## src/rtl/ann_predict_sequencer.sv

```systemverilog
// Day-by-day controller for the Tmin ANN: loads weights, fires the core, divides the
// result by 1000 and slides a 4-deep temperature window with autoregressive fill.
module ann_predict_sequencer #(
    parameter int DATA_W     = 156,
    parameter int INPUT_NUM  = 4,
    parameter int WEIGHT_NUM = 40,
    parameter int SETTLE     = 10,
    parameter int FIRE_CYC   = 5,
    parameter int TIMEOUT    = 255,
    parameter int DAYS       = 365
) (
    input  logic              Clk,
    input  logic              Reset_l,
    input  logic              start,
    input  logic              hist_valid,
    input  logic [DATA_W-1:0] hist_data,
    input  logic              hist_missing,
    output logic              hist_ready,
    input  logic              wt_valid,
    input  logic [DATA_W-1:0] wt_data,
    output logic              wt_ready,
    output logic [DATA_W-1:0] ann_weight_in,
    output logic              ann_save_en,
    output logic              ann_load_en,
    output logic              ann_train_en,
    output logic [DATA_W-1:0] ann_temp0,
    output logic [DATA_W-1:0] ann_temp1,
    output logic [DATA_W-1:0] ann_temp2,
    output logic [DATA_W-1:0] ann_temp3,
    output logic              ann_rev_ready,
    input  logic [DATA_W-1:0] ann_data_out,
    input  logic              ann_ready,
    output logic              pred_valid,
    output logic [25:0]       pred_data,
    output logic [8:0]        day_idx,
    output logic              busy,
    output logic              run_done,
    output logic              err
);

    localparam logic [2:0] S_IDLE   = 3'd0;
    localparam logic [2:0] S_LOAD_W = 3'd1;
    localparam logic [2:0] S_SETTLE = 3'd2;
    localparam logic [2:0] S_FIRE   = 3'd3;
    localparam logic [2:0] S_WAIT   = 3'd4;
    localparam logic [2:0] S_DIV    = 3'd5;
    localparam logic [2:0] S_NEXT   = 3'd6;

    logic [2:0]  state_reg;
    logic [7:0]  cnt_reg;
    logic [2:0]  fill_cnt_reg;
    logic [9:0]  rem_reg;
    logic [25:0] quo_reg;
    logic [25:0] pred_data_reg;
    logic        pred_valid_reg;
    logic [8:0]  day_idx_reg;
    logic        run_done_reg;
    logic        err_reg;

    logic              window_full;
    logic              wt_accept;
    logic              shift_en;
    logic [DATA_W-1:0] shift_data;
    logic [DATA_W-1:0] win [0:3];
    logic [DATA_W-1:0] win_in [0:3];

    logic [10:0] div_shift;
    logic [10:0] div_diff;
    logic        div_ge;
    logic [9:0]  rem_next;
    logic [25:0] quo_next;
    logic        unused_ann_bits;

    assign unused_ann_bits = ^ann_data_out[DATA_W-1:26];

    assign window_full = (fill_cnt_reg == 3'(INPUT_NUM));
    assign wt_accept   = (state_reg == S_LOAD_W) && wt_valid;
    // Gating with Reset_l keeps every output low while reset is held.
    assign hist_ready  = Reset_l && (((state_reg == S_IDLE) && !window_full) || (state_reg == S_NEXT));
    assign shift_en    = hist_valid && hist_ready;

    always_comb begin
        shift_data = hist_data;
        if ((state_reg == S_NEXT) && (hist_missing || (hist_data == '0)))
            shift_data = {{(DATA_W-26){1'b0}}, pred_data_reg};
    end

    genvar gi;
    generate
        for (gi = 0; gi < 4; gi++) begin : g_win
            logic [DATA_W-1:0] tap_reg;
            if (gi == 3) begin : g_head
                assign win_in[gi] = shift_data;
            end else begin : g_body
                assign win_in[gi] = win[gi+1];
            end
            always_ff @(posedge Clk or negedge Reset_l) begin
                if (!Reset_l)
                    tap_reg <= '0;
                else if (shift_en)
                    tap_reg <= win_in[gi];
            end
            assign win[gi] = tap_reg;
        end
    endgenerate

    // Restoring divide step: the sign of (partial remainder - 1000) gives the quotient bit.
    always_comb begin
        div_shift = {rem_reg, quo_reg[25]};
        div_diff  = div_shift - 11'd1000;
        div_ge    = ~div_diff[10];
        rem_next  = div_ge ? div_diff[9:0] : div_shift[9:0];
        quo_next  = {quo_reg[24:0], div_ge};
    end

    always_ff @(posedge Clk or negedge Reset_l) begin
        if (!Reset_l) begin
            state_reg      <= S_IDLE;
            cnt_reg        <= '0;
            fill_cnt_reg   <= '0;
            rem_reg        <= '0;
            quo_reg        <= '0;
            pred_data_reg  <= '0;
            pred_valid_reg <= 1'b0;
            day_idx_reg    <= '0;
            run_done_reg   <= 1'b0;
            err_reg        <= 1'b0;
        end else begin
            pred_valid_reg <= 1'b0;
            if (shift_en && (state_reg == S_IDLE))
                fill_cnt_reg <= fill_cnt_reg + 3'd1;
            case (state_reg)
                S_IDLE: begin
                    if (start && !run_done_reg) begin
                        if (window_full) begin
                            state_reg <= S_LOAD_W;
                            cnt_reg   <= '0;
                        end else begin
                            err_reg <= 1'b1;
                        end
                    end
                end
                S_LOAD_W: begin
                    if (wt_accept) begin
                        if (cnt_reg == 8'(WEIGHT_NUM-1)) begin
                            state_reg <= S_SETTLE;
                            cnt_reg   <= '0;
                        end else begin
                            cnt_reg <= cnt_reg + 8'd1;
                        end
                    end
                end
                S_SETTLE: begin
                    if (cnt_reg == 8'(SETTLE-1)) begin
                        state_reg <= S_FIRE;
                        cnt_reg   <= '0;
                    end else begin
                        cnt_reg <= cnt_reg + 8'd1;
                    end
                end
                S_FIRE: begin
                    if (cnt_reg == 8'(FIRE_CYC-1)) begin
                        state_reg <= S_WAIT;
                        cnt_reg   <= '0;
                    end else begin
                        cnt_reg <= cnt_reg + 8'd1;
                    end
                end
                S_WAIT: begin
                    if (ann_ready) begin
                        quo_reg   <= ann_data_out[25:0];
                        rem_reg   <= '0;
                        cnt_reg   <= '0;
                        state_reg <= S_DIV;
                    end else if (cnt_reg == 8'(TIMEOUT-1)) begin
                        err_reg   <= 1'b1;
                        cnt_reg   <= '0;
                        state_reg <= S_IDLE;
                    end else begin
                        cnt_reg <= cnt_reg + 8'd1;
                    end
                end
                S_DIV: begin
                    quo_reg <= quo_next;
                    rem_reg <= rem_next;
                    if (cnt_reg == 8'd25) begin
                        pred_data_reg  <= quo_next;
                        pred_valid_reg <= 1'b1;
                        cnt_reg        <= '0;
                        state_reg      <= S_NEXT;
                    end else begin
                        cnt_reg <= cnt_reg + 8'd1;
                    end
                end
                S_NEXT: begin
                    if (hist_valid) begin
                        day_idx_reg <= day_idx_reg + 9'd1;
                        if (day_idx_reg == 9'(DAYS-1))
                            run_done_reg <= 1'b1;
                        state_reg <= S_IDLE;
                    end
                end
                default: state_reg <= S_IDLE;
            endcase
        end
    end

    assign wt_ready      = (state_reg == S_LOAD_W);
    assign ann_save_en   = wt_accept;
    assign ann_weight_in = wt_accept ? wt_data : '0;
    assign ann_load_en   = 1'b0;
    assign ann_train_en  = 1'b0;
    assign ann_rev_ready = (state_reg == S_FIRE);
    assign ann_temp0     = win[0];
    assign ann_temp1     = win[1];
    assign ann_temp2     = win[2];
    assign ann_temp3     = win[3];
    assign pred_valid    = pred_valid_reg;
    assign pred_data     = pred_data_reg;
    assign day_idx       = day_idx_reg;
    assign busy          = (state_reg != S_IDLE);
    assign run_done      = run_done_reg;
    assign err           = err_reg;

endmodule

```

## config.mk

```make
export PLATFORM = sky130hd
export DESIGN_NAME = ann_predict_sequencer
export DESIGN_NICKNAME = d
export VERILOG_FILES = /design/src/rtl/ann_predict_sequencer.sv
export SDC_FILE = /design/constraint.sdc
export NUM_CORES = 2
export LEC_CHECK = 0
export ABC_CLOCK_PERIOD_IN_PS = 3700
export CORE_AREA = 5 5 498 500
export CTS_CLUSTER_DIAMETER = 120
export DETAILED_ROUTE_END_ITERATION = 8
export DIE_AREA = 0 0 503 505
export PLACE_DENSITY_LB_ADDON = 0.12
export SLEW_MARGIN = 30
export SYNTH_ARGS = -nofsm -noshare
export SYNTH_HDL_FRONTEND = slang
export SYNTH_SLANG_ARGS = --single-unit
```

## constraint.sdc

```tcl
create_clock -name Clk -period 3.7 [get_ports Clk]
set_clock_uncertainty 0.2 [all_clocks]
set_input_delay 0.37 -clock Clk [delete_from_list [all_inputs] [get_ports Clk]]
set_output_delay 0.37 -clock Clk [all_outputs]
set_load 0.02 [all_outputs]
```

==> reports/results.ini <==
[outcome]
status=finished, final reports clean

[setup_path]
critPathLaunchType=flop
cp.required_ns=3.13
regToRegSetupSlack_ns=0.65
reg2reg_depth=8
r2r_end=ann_temp0[106]
reg2reg_from=fill_cnt_reg[0]
arrival_ns=2.92
cp_max_fo=41
crit_start=state_reg[1]
end_kind=output pin
crit_type=flop to output pin

[detailed_routing]
drt_iter0_drc=1697
drtAntennaViolNets=0
viasPerCell=3.51
wl_per_cell_microns=23.2
drcViolationCount=0
route.vias.total=27900
drtPass1Iterations=7
wl_mm=184

[synth]
ys_warn_count=0
ys_seq_elements=712
async_reset_ff_share_pct=100
synth_cells=3381
synth_cell_types=54
synth_area_sq_um=29600
netlist_top_cells_area=dfrtp_1 60%, nand2_1 22%, and2_1 3.4%
synth_top_cell_by_area=dfrtp_1
ys_seq_area_share_pct=60.2
synth-edff-count=0
synth_most_common_cell=nand2_1
yosys.area.top_type_share_pct=60.2
synth_top_flop_cell=dfrtp_1
synth_area_per_cell_sq_um=8.75
synth_common_cells=1764 x nand2_1, 712 x dfrtp_1, 164 x nand3_1

[sta]
hold_slack_ns=0.102
finalWorstSetupSlack_ns=0.212
fmax_mhz=287
min_period_ns=3.49
rsz0062_at_grt=no
final-hold-violation-count=0
post-route-period-util_pct=94.3
worstMarginPinSlew_ns=1.15
slew_viol_final=0
relSlewSlack_pct=23.2
setup_viol=0

[power_and_ir_drop]
total_power_mw=41.8
p_sw_share_pct=42.4
clkPwrFrac_pct=22.8
p_sw_mw=17.7
power_frac_seq_pct=33.3
powerDensity_nw_per_um2=841
p_leak_nw=22.6
p_comb_share_pct=44.0
ir_worst_vdd_mv=0.386
intPower_mw=24.1

[cells_and_area]
finalNetCount=5126
fillers=26700
drive_above_1_share_pct=5.82
synthToLayoutAreaGrowth_pct=67.8
multi_input_area_sq_um=10700
seq_area_sq_um=17800

[global_routing]
overflow=0
grt_util_all_layers_pct=13.9
grt_pass1_wl_mm=249
grt_start_max_net_pins=163
antenna_found_initial=58
grt_pass1_vias=28900

[floorplan]
fp.dieH_microns=505
core_area_sq_um=243000
fp.dieW_microns=503
fp-row-count=181
num_io_pins=1300
start_util_pct=12.2
dieArea_sq_um=254000

[cts]
cts.sinks=712
root_buffer=clkbuf_16
clkLatencyLatePin_ns=0.73
clockBufferDepth=3
cts-htree-levels=3
cts_tree=built
clkTransAtPathRegs_ns=0.06
cts_buffers=100

[min_path]
hold_path_class=primary input to flop
min_to=ann_temp3[103]
hp-start=hist_data[103]
hold_depth=3

[place]
port_buffers=1167
place_ws_ns=-0.107
routabilityCongestion=0.833
place_hpwl_mm=143

[run]
max-cap-violations=0

-- worst max path at each step --
| stage | slack (ns) | depth (start not counted) | endpoint |
|---|---|---|---|
| after detailed placement | -0.11 | 10 | ann_temp3[25] |
| after floorplan | 1.41 | 7 | state_reg[0] |
| final | 0.21 | 5 | ann_weight_in[79] |
| after global placement | -0.45 | 10 | ann_temp3[0] |
| after CTS | 0.005 | 5 | ann_weight_in[112] |
| after global routing | 0.01 | 5 | ann_weight_in[111] |
-- per-layer routing --
metal	wire (microns)	global-route usage, %
met5	136	0
met4	7430	5.99
met3	13600	4.34
met2	92400	24.4
met1	70300	15.4
-- per-stage QoR --
stage	TNS, ns	cells	area [sq um]	utilization, %
after floorplan	0	3382	29600	-
after global routing	0	7934	49600	20.5
final	0	7941	49700	20.5
after detailed placement	-2.42	7637	45300	18.7
after global placement	-11.19	7637	45300	18.7
after CTS	0	7906	49500	20.4
-- worst max-delay path, stage by stage (launching register included) --
cell	delay, ns
dfrtp_1	0.50
nor2_2	0.30
and3_4	0.36
buf_12	0.21
and2_1	0.17
clkdlybuf4s50_1	0.63
-- what timing repair did --
action                     in CTS  in global routing
hold endpoints to repair      303                  0
setup buffers                   0                  3
setup endpoints to repair       0                 19
hold buffers                   99                  0
gates resized for setup         0                  7
-- cell usage in the layout, fill, tap and decap left out, types with 23 or more instances in the layout --
cell	n
buf_4	69
a21oi_1	56
nor4_1	33
mux2i_1	25
dfrtp_1	712
buf_12	25
nand3_1	164
diode_2	29
and2_1	158
dlygate4sd3_1	99
clkbuf_16	101
clkdlybuf4s50_1	1160
o21ai_0	94
clkbuf_1	23
nand2_1	1762
inv_1	38
-- cell families (layout without fill, tap and decap cells) --
family	after synthesis	in the layout	synth area share, %
and+or+nand+nor	2199	2201	30.9
DFF	712	712	60.2
buffers and inverters	244	1570	3.92
AOI/OAI and AO/OA	172	172	3.22
muxes	26	26	0.884
xor gates and xnor gates	18	18	0.533
adders and majority gates	9	9	0.380
other	1	31	0.0127
-- power by group through the flow --
stage          logic [mW]  clock network, mW  registers (mW)
6_report             18.4               9.50            13.9
5_1_grt              19.7               10.3            14.4
4_1_cts              18.9               10.0            14.0
3_5_place_dp         18.7                  0            14.1
3_3_place_gp         18.8                  0            14.0
2_1_floorplan        4.62                  0            16.7
-- cell type report --
class	count	area share, %
Clock buffer	146	5.87
Multi-Input combinational cell	2428	21.6
Sequential cell	712	35.9
Tap cell	3202	8.07
Inverter	39	0.295
Timing Repair Buffer	1361	27.7
Antenna cell	29	0.146
Clock inverter	24	0.481
(Power assumes the default switching activity.)
